==> config.mk <==
export PLATFORM = sky130hd
export DESIGN_NAME = control_sequencer_flat
export DESIGN_NICKNAME = d
export VERILOG_FILES = /design/src/rtl/control_sequencer_pkg.sv /design/src/rtl/control_sequencer_if.sv /design/src/rtl/control_sequencer_rom.sv /design/src/rtl/control_sequencer.sv /design/src/flat_wrapper.sv
export SDC_FILE = /design/constraint.sdc
export NUM_CORES = 1
export LEC_CHECK = 0
export ABC_AREA = 1
export BUFFER_PORTS_ARGS = -buffer_cell sky130_fd_sc_hd__buf_2
export CAP_MARGIN = 10
export CORE_MARGIN = 3
export CORE_UTILIZATION = 25
export CTS_CLUSTER_DIAMETER = 150
export DETAILED_ROUTE_END_ITERATION = 8
export GPL_TIMING_DRIVEN = 0
export PLACE_DENSITY_LB_ADDON = 0.05
export REMOVE_ABC_BUFFERS = 1
export SYNTH_ARGS = -nofsm -noshare
export SYNTH_HDL_FRONTEND = slang
export SYNTH_HIERARCHICAL = 1
export SYNTH_SLANG_ARGS = --single-unit
==> constraint.sdc <==
create_clock -name one_shot_clock -period 4.16 [get_ports one_shot_clock]
set_input_delay 0.832 -clock one_shot_clock [delete_from_list [all_inputs] [get_ports one_shot_clock]]
set_output_delay 0.832 -clock one_shot_clock [all_outputs]
set_load 0.02 [all_outputs]
==> src/rtl/control_sequencer_pkg.sv <==
// Shared encodings for the hardwired control sequencer: opcodes, ALU and
// register-select codes, T-state encoding and control-word bit positions.
package control_sequencer_pkg;

  localparam int W = 16;
  localparam logic [2:0] PC_SEL = 3'd4;

  typedef logic [3:0] opcode_t;

  localparam opcode_t OP_NOP   = 4'd0;
  localparam opcode_t OP_ADD   = 4'd1;
  localparam opcode_t OP_SUB   = 4'd2;
  localparam opcode_t OP_AND   = 4'd3;
  localparam opcode_t OP_OR    = 4'd4;
  localparam opcode_t OP_NOT   = 4'd5;
  localparam opcode_t OP_INC   = 4'd6;
  localparam opcode_t OP_PASSY = 4'd7;
  localparam opcode_t OP_LOAD  = 4'd8;
  localparam opcode_t OP_STORE = 4'd9;
  localparam opcode_t OP_MOV   = 4'd10;
  localparam opcode_t OP_HALT  = 4'd15;

  localparam logic [2:0] ALU_PASS  = 3'd0;
  localparam logic [2:0] ALU_ADD   = 3'd1;
  localparam logic [2:0] ALU_SUB   = 3'd2;
  localparam logic [2:0] ALU_AND   = 3'd3;
  localparam logic [2:0] ALU_OR    = 3'd4;
  localparam logic [2:0] ALU_NOT   = 3'd5;
  localparam logic [2:0] ALU_INC   = 3'd6;
  localparam logic [2:0] ALU_PASSY = 3'd7;

  localparam logic [2:0] SEL_RD_1 = 3'd0;
  localparam logic [2:0] SEL_RD_2 = 3'd1;
  localparam logic [2:0] SEL_RS_1 = 3'd2;
  localparam logic [2:0] SEL_RS_2 = 3'd3;
  localparam logic [2:0] SEL_PC   = PC_SEL;

  typedef enum logic [3:0] {
    ST_F0   = 4'd0,
    ST_F1   = 4'd1,
    ST_F2   = 4'd2,
    ST_F3   = 4'd3,
    ST_E0   = 4'd4,
    ST_E1   = 4'd5,
    ST_E2   = 4'd6,
    ST_HALT = 4'd15
  } state_e;

  typedef enum logic [2:0] {
    CLS_NOP   = 3'd0,
    CLS_ALU   = 3'd1,
    CLS_LOAD  = 3'd2,
    CLS_STORE = 3'd3,
    CLS_MOV   = 3'd4,
    CLS_HALT  = 3'd5
  } op_class_e;

  localparam int CW_GPR_IN      = 0;
  localparam int CW_GPR_OUT     = 1;
  localparam int CW_IR_IN       = 2;
  localparam int CW_MAR_IN      = 3;
  localparam int CW_MDR_IN      = 4;
  localparam int CW_MDR_OUT     = 5;
  localparam int CW_RAM_RD      = 6;
  localparam int CW_RAM_WR      = 7;
  localparam int CW_Y_IN        = 8;
  localparam int CW_Y_OUT       = 9;
  localparam int CW_Y_OFFSET_IN = 10;
  localparam int CW_Y_SHL       = 11;
  localparam int CW_Y_SHR       = 12;
  localparam int CW_Z_IN        = 13;
  localparam int CW_Z_OUT       = 14;
  localparam int CW_ALU_LSB     = 15;
  localparam int CW_SEL_LSB     = 18;
  localparam int CW_W           = 21;

  function automatic op_class_e op_class(input opcode_t op);
    op_class_e cls;
    if (op >= OP_ADD && op <= OP_PASSY) begin
      cls = CLS_ALU;
    end else begin
      case (op)
        OP_LOAD:  cls = CLS_LOAD;
        OP_STORE: cls = CLS_STORE;
        OP_MOV:   cls = CLS_MOV;
        OP_HALT:  cls = CLS_HALT;
        default:  cls = CLS_NOP;
      endcase
    end
    return cls;
  endfunction

endpackage

==> src/rtl/control_sequencer_if.sv <==
// Control bundle between the sequencer (master) and the single-bus datapath
// plus debug latch (slave).
interface control_sequencer_if;
  import control_sequencer_pkg::*;

  opcode_t    opcode;
  logic       S;
  logic [1:0] shift;
  logic       bus_req;
  logic       bus_grant;
  logic       halted;
  logic [3:0] tstate;
  logic [2:0] ALU_control;
  logic [2:0] GPR_select;
  logic       GPR_in;
  logic       GPR_out;
  logic       IR_in;
  logic       MAR_in;
  logic       MDR_in;
  logic       MDR_out;
  logic       RAM_enable_read;
  logic       RAM_enable_write;
  logic       Y_in;
  logic       Y_out;
  logic       Y_offset_in;
  logic       Y_shift_left;
  logic       Y_shift_right;
  logic       Z_in;
  logic       Z_out;

  modport master (
    input  opcode, S, shift, bus_req,
    output bus_grant, halted, tstate, ALU_control, GPR_select,
           GPR_in, GPR_out, IR_in, MAR_in, MDR_in, MDR_out,
           RAM_enable_read, RAM_enable_write,
           Y_in, Y_out, Y_offset_in, Y_shift_left, Y_shift_right, Z_in, Z_out
  );

  modport slave (
    output opcode, S, shift, bus_req,
    input  bus_grant, halted, tstate, ALU_control, GPR_select,
           GPR_in, GPR_out, IR_in, MAR_in, MDR_in, MDR_out,
           RAM_enable_read, RAM_enable_write,
           Y_in, Y_out, Y_offset_in, Y_shift_left, Y_shift_right, Z_in, Z_out
  );

endinterface

==> src/rtl/control_sequencer_rom.sv <==
// Combinational control ROM: maps {T-state, opcode, S, shift} to the full
// datapath control word.
module control_sequencer_rom
  import control_sequencer_pkg::*;
(
  input  state_e          state,
  input  opcode_t         opcode,
  input  logic            S,
  input  logic [1:0]      shift,
  output logic [CW_W-1:0] cw
);

  logic      shift_any_s;
  op_class_e cls_s;

  assign shift_any_s = |shift;
  assign cls_s       = op_class(opcode);

  // Decode one micro-step into its strobes, ALU code and register select.
  always_comb begin
    cw = '0;
    case (state)
      ST_F0: begin
        cw[CW_GPR_OUT] = 1'b1;
        cw[CW_MAR_IN]  = 1'b1;
        cw[CW_Y_IN]    = 1'b1;
        cw[CW_SEL_LSB +: 3] = SEL_PC;
      end
      ST_F1: begin
        cw[CW_Z_IN]  = 1'b1;
        cw[CW_RAM_RD] = 1'b1;
        cw[CW_ALU_LSB +: 3] = ALU_INC;
      end
      ST_F2: begin
        cw[CW_Z_OUT]  = 1'b1;
        cw[CW_GPR_IN] = 1'b1;
        cw[CW_SEL_LSB +: 3] = SEL_PC;
      end
      ST_F3: begin
        cw[CW_MDR_OUT] = 1'b1;
        cw[CW_IR_IN]   = 1'b1;
      end
      ST_E0: begin
        case (cls_s)
          CLS_ALU: begin
            cw[CW_GPR_OUT] = 1'b1;
            cw[CW_Y_IN]    = 1'b1;
            cw[CW_SEL_LSB +: 3] = SEL_RS_2;
          end
          CLS_LOAD, CLS_STORE: begin
            cw[CW_GPR_OUT] = 1'b1;
            cw[CW_MAR_IN]  = 1'b1;
            cw[CW_SEL_LSB +: 3] = SEL_RS_1;
          end
          CLS_MOV: begin
            cw[CW_GPR_OUT] = 1'b1;
            cw[CW_Y_IN]    = 1'b1;
            cw[CW_SEL_LSB +: 3] = SEL_RS_1;
          end
          default: cw = '0;
        endcase
      end
      ST_E1: begin
        case (cls_s)
          CLS_ALU: begin
            // Y shifts while Rs_1 is on the bus so Z captures ALU(Rs_1, shifted Y).
            cw[CW_GPR_OUT] = 1'b1;
            cw[CW_Z_IN]    = 1'b1;
            cw[CW_Y_SHL]   = ~S & shift_any_s;
            cw[CW_Y_SHR]   = S & shift_any_s;
            cw[CW_SEL_LSB +: 3] = SEL_RS_1;
            cw[CW_ALU_LSB +: 3] = opcode[2:0];
          end
          CLS_LOAD: cw[CW_RAM_RD] = 1'b1;
          CLS_STORE: begin
            cw[CW_GPR_OUT] = 1'b1;
            cw[CW_MDR_IN]  = 1'b1;
            cw[CW_SEL_LSB +: 3] = SEL_RD_1;
          end
          CLS_MOV: begin
            cw[CW_Y_OUT]  = 1'b1;
            cw[CW_GPR_IN] = 1'b1;
            cw[CW_SEL_LSB +: 3] = SEL_RD_1;
          end
          default: cw = '0;
        endcase
      end
      ST_E2: begin
        case (cls_s)
          CLS_ALU: begin
            cw[CW_Z_OUT]  = 1'b1;
            cw[CW_GPR_IN] = 1'b1;
            cw[CW_SEL_LSB +: 3] = SEL_RD_1;
          end
          CLS_LOAD: begin
            cw[CW_MDR_OUT] = 1'b1;
            cw[CW_GPR_IN]  = 1'b1;
            cw[CW_SEL_LSB +: 3] = SEL_RD_1;
          end
          CLS_STORE: cw[CW_RAM_WR] = 1'b1;
          default:   cw = '0;
        endcase
      end
      default: cw = '0;
    endcase
  end

endmodule

==> src/rtl/control_sequencer.sv <==
// Hardwired micro-sequencer: fetch/execute T-state FSM with debug-latch bus
// arbitration that freezes the sequence while the bus is lent out.
module control_sequencer
  import control_sequencer_pkg::*;
(
  input  logic                one_shot_clock,
  input  logic                reset,
  control_sequencer_if.master ctl
);

  state_e          state_r;
  state_e          state_next_s;
  state_e          step_s;
  logic            legal_s;
  opcode_t         opcode_r;
  logic            freeze_s;
  logic            grant_s;
  logic [CW_W-1:0] rom_cw_s;
  logic [CW_W-1:0] cw_s;

  assign freeze_s = ctl.bus_req;
  assign grant_s  = ctl.bus_req & ~reset;

  // State register and the opcode captured as the fetch completes.
  always_ff @(posedge one_shot_clock) begin
    if (reset) begin
      state_r  <= ST_F0;
      opcode_r <= OP_NOP;
    end else begin
      state_r <= state_next_s;
      if (state_r == ST_F3 && !freeze_s) begin
        opcode_r <= ctl.opcode;
      end else begin
        opcode_r <= opcode_r;
      end
    end
  end

  // Next-state: advance one micro-step unless frozen; unknown codes fall back to F0.
  always_comb begin
    step_s       = ST_F0;
    legal_s      = 1'b1;
    state_next_s = ST_F0;
    case (state_r)
      ST_F0: step_s = ST_F1;
      ST_F1: step_s = ST_F2;
      ST_F2: step_s = ST_F3;
      ST_F3: begin
        case (op_class(ctl.opcode))
          CLS_ALU, CLS_LOAD, CLS_STORE, CLS_MOV: step_s = ST_E0;
          CLS_HALT: step_s = ST_HALT;
          default:  step_s = ST_F0;
        endcase
      end
      ST_E0:   step_s = ST_E1;
      ST_E1:   step_s = (op_class(opcode_r) == CLS_MOV) ? ST_F0 : ST_E2;
      ST_E2:   step_s = ST_F0;
      ST_HALT: step_s = ST_HALT;
      default: begin
        step_s  = ST_F0;
        legal_s = 1'b0;
      end
    endcase
    state_next_s = (freeze_s && legal_s) ? state_r : step_s;
  end

  control_sequencer_rom u_rom (
    .state  (state_r),
    .opcode (opcode_r),
    .S      (ctl.S),
    .shift  (ctl.shift),
    .cw     (rom_cw_s)
  );

  // Output gating: reset and a granted bus silence every strobe.
  always_comb begin
    cw_s = '0;
    if (reset || freeze_s) begin
      cw_s = '0;
    end else begin
      cw_s = rom_cw_s;
    end
  end

  assign ctl.bus_grant        = grant_s;
  assign ctl.halted           = (state_r == ST_HALT);
  assign ctl.tstate           = state_r;
  assign ctl.ALU_control      = cw_s[CW_ALU_LSB +: 3];
  assign ctl.GPR_select       = cw_s[CW_SEL_LSB +: 3];
  assign ctl.GPR_in           = cw_s[CW_GPR_IN];
  assign ctl.GPR_out          = cw_s[CW_GPR_OUT];
  assign ctl.IR_in            = cw_s[CW_IR_IN];
  assign ctl.MAR_in           = cw_s[CW_MAR_IN];
  assign ctl.MDR_in           = cw_s[CW_MDR_IN];
  assign ctl.MDR_out          = cw_s[CW_MDR_OUT];
  assign ctl.RAM_enable_read  = cw_s[CW_RAM_RD];
  assign ctl.RAM_enable_write = cw_s[CW_RAM_WR];
  assign ctl.Y_in             = cw_s[CW_Y_IN];
  assign ctl.Y_out            = cw_s[CW_Y_OUT];
  assign ctl.Y_offset_in      = cw_s[CW_Y_OFFSET_IN];
  assign ctl.Y_shift_left     = cw_s[CW_Y_SHL];
  assign ctl.Y_shift_right    = cw_s[CW_Y_SHR];
  assign ctl.Z_in             = cw_s[CW_Z_IN];
  assign ctl.Z_out            = cw_s[CW_Z_OUT];

endmodule

==> src/flat_wrapper.sv <==
// flat-port wrapper written by rule: the top's interface ports become plain ports
module control_sequencer_flat import control_sequencer_pkg::*;
  (one_shot_clock, reset, ctl_opcode, ctl_S, ctl_shift, ctl_bus_req, ctl_bus_grant, ctl_halted, ctl_tstate, ctl_ALU_control, ctl_GPR_select, ctl_GPR_in, ctl_GPR_out, ctl_IR_in, ctl_MAR_in, ctl_MDR_in, ctl_MDR_out, ctl_RAM_enable_read, ctl_RAM_enable_write, ctl_Y_in, ctl_Y_out, ctl_Y_offset_in, ctl_Y_shift_left, ctl_Y_shift_right, ctl_Z_in, ctl_Z_out);
  control_sequencer_if ctl_i ();
  input  logic one_shot_clock;
  input  logic reset;
  input wire logic [$bits(ctl_i.opcode)-1:0] ctl_opcode;
  input wire logic [$bits(ctl_i.S)-1:0] ctl_S;
  input wire logic [$bits(ctl_i.shift)-1:0] ctl_shift;
  input wire logic [$bits(ctl_i.bus_req)-1:0] ctl_bus_req;
  output wire logic [$bits(ctl_i.bus_grant)-1:0] ctl_bus_grant;
  output wire logic [$bits(ctl_i.halted)-1:0] ctl_halted;
  output wire logic [$bits(ctl_i.tstate)-1:0] ctl_tstate;
  output wire logic [$bits(ctl_i.ALU_control)-1:0] ctl_ALU_control;
  output wire logic [$bits(ctl_i.GPR_select)-1:0] ctl_GPR_select;
  output wire logic [$bits(ctl_i.GPR_in)-1:0] ctl_GPR_in;
  output wire logic [$bits(ctl_i.GPR_out)-1:0] ctl_GPR_out;
  output wire logic [$bits(ctl_i.IR_in)-1:0] ctl_IR_in;
  output wire logic [$bits(ctl_i.MAR_in)-1:0] ctl_MAR_in;
  output wire logic [$bits(ctl_i.MDR_in)-1:0] ctl_MDR_in;
  output wire logic [$bits(ctl_i.MDR_out)-1:0] ctl_MDR_out;
  output wire logic [$bits(ctl_i.RAM_enable_read)-1:0] ctl_RAM_enable_read;
  output wire logic [$bits(ctl_i.RAM_enable_write)-1:0] ctl_RAM_enable_write;
  output wire logic [$bits(ctl_i.Y_in)-1:0] ctl_Y_in;
  output wire logic [$bits(ctl_i.Y_out)-1:0] ctl_Y_out;
  output wire logic [$bits(ctl_i.Y_offset_in)-1:0] ctl_Y_offset_in;
  output wire logic [$bits(ctl_i.Y_shift_left)-1:0] ctl_Y_shift_left;
  output wire logic [$bits(ctl_i.Y_shift_right)-1:0] ctl_Y_shift_right;
  output wire logic [$bits(ctl_i.Z_in)-1:0] ctl_Z_in;
  output wire logic [$bits(ctl_i.Z_out)-1:0] ctl_Z_out;
  assign ctl_i.opcode = ctl_opcode;
  assign ctl_i.S = ctl_S;
  assign ctl_i.shift = ctl_shift;
  assign ctl_i.bus_req = ctl_bus_req;
  assign ctl_bus_grant = ctl_i.bus_grant;
  assign ctl_halted = ctl_i.halted;
  assign ctl_tstate = ctl_i.tstate;
  assign ctl_ALU_control = ctl_i.ALU_control;
  assign ctl_GPR_select = ctl_i.GPR_select;
  assign ctl_GPR_in = ctl_i.GPR_in;
  assign ctl_GPR_out = ctl_i.GPR_out;
  assign ctl_IR_in = ctl_i.IR_in;
  assign ctl_MAR_in = ctl_i.MAR_in;
  assign ctl_MDR_in = ctl_i.MDR_in;
  assign ctl_MDR_out = ctl_i.MDR_out;
  assign ctl_RAM_enable_read = ctl_i.RAM_enable_read;
  assign ctl_RAM_enable_write = ctl_i.RAM_enable_write;
  assign ctl_Y_in = ctl_i.Y_in;
  assign ctl_Y_out = ctl_i.Y_out;
  assign ctl_Y_offset_in = ctl_i.Y_offset_in;
  assign ctl_Y_shift_left = ctl_i.Y_shift_left;
  assign ctl_Y_shift_right = ctl_i.Y_shift_right;
  assign ctl_Z_in = ctl_i.Z_in;
  assign ctl_Z_out = ctl_i.Z_out;
  control_sequencer u_core (.one_shot_clock(one_shot_clock), .reset(reset), .ctl(ctl_i));
endmodule
# Word level (Yosys, flattened, before mapping)
# Index checks and enable logic that the tools add are counted.
dict set report totals {
  register_bits 8
  inputBits 10
  wordCells 91
}
dict set report op_classes {
  order_cmp 4
  n_eq_ne 25
  mux 38
  bitwise_logic 5
  reduce_logical 17
}
# cell n
set ops {}
lappend ops {{$eq A4 B4 Y1 const B} 9}
lappend ops {{$pmux W4 S7} 1}
lappend ops {{$pmux W3 S4} 2}
lappend ops {{$mux W21} 1}
lappend ops {{$mux W3} 7}
lappend ops {{$mux W1} 13}
lappend ops {{$eq A3 B2 Y1 const B} 4}
lappend ops {{$eq A3 B3 Y1 const B} 4}
lappend ops {{$eq A4 B3 Y1 const B} 3}
lappend ops {{$pmux W1 S2} 6}
lappend ops {{$reduce_or A2 Y1} 6}
lappend ops {{$pmux W3 S3} 1}
lappend ops {{$eq A4 B2 Y1 const B} 2}
lappend ops {{$ge A4 B1 Y1 const B} 2}
lappend ops {{$le A4 B3 Y1 const B} 2}
lappend ops {{$pmux W4 S2} 1}
lappend ops {{$reduce_or A4 Y1} 2}
lappend ops {{$reduce_or A8 Y1} 1}
lappend ops {{$eq A3 B1 Y1 const B} 2}
lappend ops {{$pmux W1 S3} 2}
lappend ops {{$pmux W3 S2} 1}
lappend ops {{$eq A4 B1 Y1 const B} 1}
lappend ops {{$logic_and A1 B1 Y1} 4}
lappend ops {{$logic_not A4 Y1} 1}
lappend ops {{8 further kinds} 11}

# Depth between registers and ports, before layout
# Gate-level depths: netlist of the first run.
dict set report logic_depth {
  ltp_word 8
  depth_mapped 9
  ltp_nobuf 9
}

# Hierarchy
# Netlist of the first run, hierarchy kept.
# module instances cells_each area_each_um2 seq_area_each_um2
set modules_own_cells {}
lappend modules_own_cells {control_sequencer 1 126 660.6 160.2}
lappend modules_own_cells {control_sequencer_rom 1 71 346.6 0.0}

# Worst setup path before layout of the first run
# No wires, ideal clock.
dict set report synth_timing {
  kind {input -> output}
  startpoint {input port reset}
  endpoint {output port ctl_ALU_control[0]}
  arrival_ns 1.693
  t_required_ns 3.328
  path_slack_ns 1.635
  cell_stages 4
  cell_sequence {buf_2 or2_1 buf_2 nor2_1}
}
dict set report synth_via {
  elab_chain_cells 2
}
# item line
set synth_rtl {}
lappend synth_rtl {{start, declared} flat_wrapper.sv:6} ;# input logic reset;
lappend synth_rtl {{$logic_or A1 B1 Y1} control_sequencer.sv:78} ;# if (reset || freeze_s) begin
lappend synth_rtl {{$mux W21} control_sequencer.sv:78}
lappend synth_rtl {{end, declared} flat_wrapper.sv:14} ;# output wire logic [$bits(ctl_i.ALU_control)-1:0] ctl_ALU_control;
# No other way between the ends.

# Final worst setup path of the first run
dict set report layout_timing {
  startpoint {input port reset}
  endpoint {output port ctl_Y_shift_left}
}
dict set report layout_via {
  elab_chain_cells 2
}
# item line
set layout_rtl {}
lappend layout_rtl {{$logic_or A1 B1 Y1} control_sequencer.sv:78}
lappend layout_rtl {{$mux W21} control_sequencer.sv:78}
lappend layout_rtl {{end, declared} flat_wrapper.sv:27} ;# output wire logic [$bits(ctl_i.Y_shift_left)-1:0] ctl_Y_shift_left;
# No other way between the ends.

==> results of run 1 <==
-- critical path: cells and delay by family --
kind	cells	cell delay [ns]
and+or+nand+nor	2	0.65
buffers and inverters	2	0.39
-- how the worst max path moves through the flow --
stage	end	depth (start not counted)
finish	ctl_Y_shift_left	4
global route	ctl_GPR_select[1]	4
CTS	ctl_MDR_in	4
detailed placement	ctl_GPR_select[0]	4
global placement	ctl_Z_in	4
floorplan	ctl_ALU_control[0]	2
-- sequential cells by signal (all words and copies together), names as in the netlist --
name and count:
u_core/opcode_r 4, u_core/ctl.tstate 4
-- metal layers --
| metal | vias to the layer above | GRT usage, % | wire length (um) |
|---|---|---|---|
| met1 | 474 | 14.8 | 1320 |
| met2 | 30 | 18.2 | 1080 |
| met3 | 5 | 1.16 | 138 |
| met4 | 0 | 4.56 | 41 |
| met5 | - | 0 | 0 |
| li1 | 655 | - | - |
-- power by group through the flow --
stage / logic, mW / registers (mW) / clock network (mW)
finish: 0.0609 / 0.0846 / 0.0914
global placement: 0.0619 / 0.0861 / 0
detailed placement: 0.0615 / 0.0860 / 0
floorplan: 0.0401 / 0.0864 / 0
CTS: 0.0616 / 0.0847 / 0.0953
global route: 0.0688 / 0.0852 / 0.101
-- logic make-up (layout without fill, tap and decap cells) --
group / after synthesis / count (layout)
AO/OA/AOI/OAI: 13 / 13
buffers and inverters: 48 / 82
flip-flops: 8 / 8
other: 1 / 1
AND/OR/NAND/NOR: 127 / 127
-- synthesized netlist by cell type, drive strengths merged --
library cell   n  area share [%]
buf            4             2.2
nand3         19              10
nand4          2             1.2
a21oi          8             5.1
clkinv         1            0.50
or2            2             1.2
nor2          46              20
o22ai          1            0.62
o21ai          4             2.4
inv           43              16
nand2         53              21
nor3           5             3.0
conb           1            0.37
dfxtp          8              16
-- final cells by class --
| class | count | share of cell area (%) |
|---|---|---|
| Timing Repair Buffer | 35 | 13.9 |
| Multi-Input combinational cell | 141 | 52.2 |
| Sequential cell | 8 | 12.7 |
| Tap cell | 48 | 4.76 |
| Inverter | 44 | 13.2 |
| Clock buffer | 3 | 3.27 |
-- metrics by stage --
stage          worst slack, ns  area (um^2)  hold WS [ns]
6_report                  1.45         1260         0.509
3_5_place_dp              1.37         1220         0.508
3_3_place_gp              1.38         1220         0.513
2_1_floorplan             1.74          985         0.471
4_1_cts                   1.39         1260         0.516
5_1_grt                   1.25         1260         0.552
==> flow_summary.ini, run 1 <==
[setup_path]
slowest_delay_ns = 0.57
critPathCaptureType = primary output
worstPathMaxFanout = 21
cp-startpoint = reset
slowest_stage = or2_1
reg2regPathDepth = 8
path_class = primary input to primary output
startpoint_type = primary input
worstPathRequired_ns = 3.33
crit_chain = buf_2 -> or2_1 -> nor2_1 -> buf_2
r2r_end = u_core/ctl.tstate[1]
reg2reg_slack_ns = 2.72
rr_startpoint = u_core/ctl.tstate[0]
worstPathArrival_ns = 1.88
crit_path_frequent_cell = buf_2

[global_route]
grt_pass1_wl_um = 4590
grt_pass1_vias = 1043
antenna_found_initial = 0
overflow = 0
grt_use_total_pct = 11.1
grt_max_degree = 22

[timing]
maxSlewViolCount = 0
tns_ns = 0
hold_viol_final = 0
maxSlewHeadroom_pct = 55.7
setup_violations = 0
rsz0062_at_grt = no
fmax_mhz = 369
worst_pin_slew_ns = 0.664
skew_ns = 0.000770
min_period_over_period_pct = 65.2
post-route-min-period_ns = 2.71

[place]
gp_congestion = 0.746
portBuffers = 35
dp_cells = 276
hpwl_um = 2030

[floorplanning]
die_w_um = 69.5
core_mm2 = 0.00377
fp.dieH_um = 69.5
ios = 37
die-area_mm2 = 0.00483
start_util_pct = 26.7
row_count = 22

[clock_network]
root_buffer = clkbuf_8
clk_pin_slew_ns = 0.04
tritoncts = done
post_cts_buffers = 0
cts_sinks = 8
cts.htree.levels = 1
holdBufCountCts = 0
ctsResizeCount = 0
clk_path_buf_depth = 2
cts_buffers = 3
insertion_delay_ns = 0.23

[drt]
drc_errors = 0
drt-pass1-iter-count = 4
viasPerCell = 4.17
num_vias = 1164
wl_per_cell_um = 9.22
routed_wl_um = 2570
dr.first_iter.drc_count = 33
ant_nets = 0

[final_layout]
multi_input_comb_area_um2 = 658
final.fill_count = 472
n_antenna_cell = 0
final_cell_mix = nand2_1, nor2_1, inv_1
final_core_util_pct = 33.4
drive_gt1_share_pct = 25.5
fin_cells = 279
area_growth_pct = 25.2
fin_nets = 243
final_common_cell = nand2_1
register_area_um2 = 160

[synthesis]
synthAdderAreaFrac_pct = 0
synth_xor_area_share_pct = 0
muxShareOfSynthArea_pct = 0
synth-seq-cells = 8
synth_cells = 197
syn_area_mm2 = 0.00101
avgSynthCellArea_um2 = 5.11
synth_cell_type_count = 27
synthSimpleGateAreaFrac_pct = 56.9
synth_top_family_by_area = simple AND/OR/NAND/NOR gates
synth_compound_area_share_pct = 8.07
ys_seq_area_share_pct = 15.9
yosys_warnings = 6

[flow_run]
maxCapViolations = 0

[power]
leakage_nw = 0.684
finalPower_mw = 0.237
switchingPower_mw = 0.0749
combPwrFrac_pct = 25.7
internal-power_mw = 0.162
clkPwrFrac_pct = 38.6
seq_power_share_pct = 35.7
ir_drop_v = 0.000126
swShare_pct = 31.6
power_per_cell_area_mw_per_mm2 = 188

[status]
status = finished clean

[min_path]
hold_depth = 2
hp-class = register to register
min_from = u_core/opcode_r[0]
whs_endpoint = u_core/opcode_r[0]
Note: power is estimated with default switching activity, not from simulation.
==> inputs of run 2 (changes only) <==
==> constraint.sdc (replaced) <==
create_clock -name one_shot_clock -period 2.3 [get_ports one_shot_clock]
set_input_delay 0.46 -clock one_shot_clock [delete_from_list [all_inputs] [get_ports one_shot_clock]]
set_output_delay 0.46 -clock one_shot_clock [all_outputs]
set_load 0.02 [all_outputs]
==> flow_summary.ini, run 2 (synthesis results as in run 1) <==
[clock_network]
cts.htree.levels = 1
post_cts_buffers = 0
tritoncts = done
root_buffer = clkbuf_8
insertion_delay_ns = 0.23
cts_sinks = 8
clk_path_buf_depth = 2
cts_buffers = 3
clk_pin_slew_ns = 0.04

[setup_path]
reg2reg_slack_ns = 0.95
rr_startpoint = u_core/ctl.tstate[3]
critPathCaptureType = primary output
worstPathArrival_ns = 1.58
r2r_end = u_core/ctl.tstate[1]
worstPathRequired_ns = 1.84
startpoint_type = register
cp-startpoint = u_core/ctl.tstate[2]
worstPathMaxFanout = 12
reg2regPathDepth = 7
path_class = register to primary output
crit_chain = inv_1 -> nor2_4 -> nand2_4 -> nor2_8 -> nand3_2 -> nor2_1 -> inv_1 -> nor2_1 -> buf_2
setup.worst_path.end = ctl_Y_shift_right
slowest_delay_ns = 0.43
slowest_stage = dfxtp_2

[timing]
maxSlewViolCount = 0
tns_ns = 0
hold_viol_final = 0
holdWs_ns = 0.502
min_period_over_period_pct = 88.8
worst_pin_slew_ns = 0.664
fmax_mhz = 490
setup_violations = 0
skew_ns = 0.000740
post-route-min-period_ns = 2.04
maxSlewHeadroom_pct = 55.7
rsz0062_at_grt = no
setup_slack_ns = 0.258

[power]
leakage_nw = 0.685
finalPower_mw = 0.429
power_per_cell_area_mw_per_mm2 = 339
ir_drop_v = 0.000227

[final_layout]
drive_gt1_share_pct = 26.8
final_cell_mix = nand2_1, nor2_1, inv_1
final_common_cell = nand2_1
n_antenna_cell = 0
final_core_util_pct = 33.5
final_area_mm2 = 0.00126
area_growth_pct = 25.6
fin_cells = 279
fin_nets = 243
final.fill_count = 472

[floorplanning]
fp.dieH_um = 69.5
die-area_mm2 = 0.00483
row_count = 22
core_mm2 = 0.00377
die_w_um = 69.5
ios = 37
start_util_pct = 26.7

[min_path]
hp-class = register to register
hold_depth = 2

[drt]
viasPerCell = 4.17
num_vias = 1163
drt-pass1-iter-count = 4
drc_errors = 0
ant_nets = 0
dr.first_iter.drc_count = 35
routed_wl_um = 2570
wl_per_cell_um = 9.22

[global_route]
grt_max_degree = 22
antenna_found_initial = 0
grt_pass1_wl_um = 4590
overflow = 0
grt_pass1_vias = 1043
grt_use_total_pct = 11.1

[place]
dpl_cell_area_mm2 = 0.00122
dp_cells = 276
gp_congestion = 0.746
dp_slack_ns = 0.252
hpwl_um = 2030
portBuffers = 35

[flow_run]
maxCapViolations = 0

[status]
status = finished clean
[run 2: final cells by class]
| type | count | area, um^2 | area share (%) |
|---|---|---|---|
| Tap cell | 48 | 60.1 | 4.75 |
| Sequential cell | 8 | 164 | 13.0 |
| Inverter | 44 | 166 | 13.2 |
| Clock buffer | 3 | 41.3 | 3.26 |
| Timing Repair Buffer | 35 | 175 | 13.8 |
| Multi-Input combinational cell | 141 | 658 | 52.0 |
[run 2: worst min path at each step]
stage                       start            endpoint  slack, ns
6_report       u_core/opcode_r[1]  u_core/opcode_r[1]       0.50
5_1_grt        u_core/opcode_r[1]  u_core/opcode_r[1]       0.52
2_1_floorplan  u_core/opcode_r[3]  u_core/opcode_r[3]       0.47
3_5_place_dp   u_core/opcode_r[0]  u_core/opcode_r[0]       0.51
3_3_place_gp   u_core/opcode_r[0]  u_core/opcode_r[0]       0.51
4_1_cts        u_core/opcode_r[0]  u_core/opcode_r[0]       0.52
[run 2: report_power, final]
part	internal [mW]	switching (mW)
clock network	0.113	0.0523
logic	0.0372	0.0729
registers	0.143	0.0103
total	0.293	0.135
[run 2: per-layer routing]
metal	routed length, um	part of all wire [%]	GRT usage [%]	up-vias
met5	0	0	0	-
met4	41	1.6	4.56	0
met3	138	5.4	1.16	5
met2	1070	42	18.2	30
met1	1320	51	14.8	473
li1	-	-	-	655
[run 2: what timing repair did]
action / CTS / global route
gates resized for setup: 0 / 3
hold buffers: 0 / 0
hold endpoints to repair: 0 / 0
setup endpoints to repair: 0 / 12
[run 2: worst max-delay path, delay by kind of cell (launching register included)]
| family | cells | cell delay, ns |
|---|---|---|
| AND/OR/NAND/NOR | 6 | 0.60 |
| flip-flops | 1 | 0.43 |
| buffers and inverters | 3 | 0.33 |
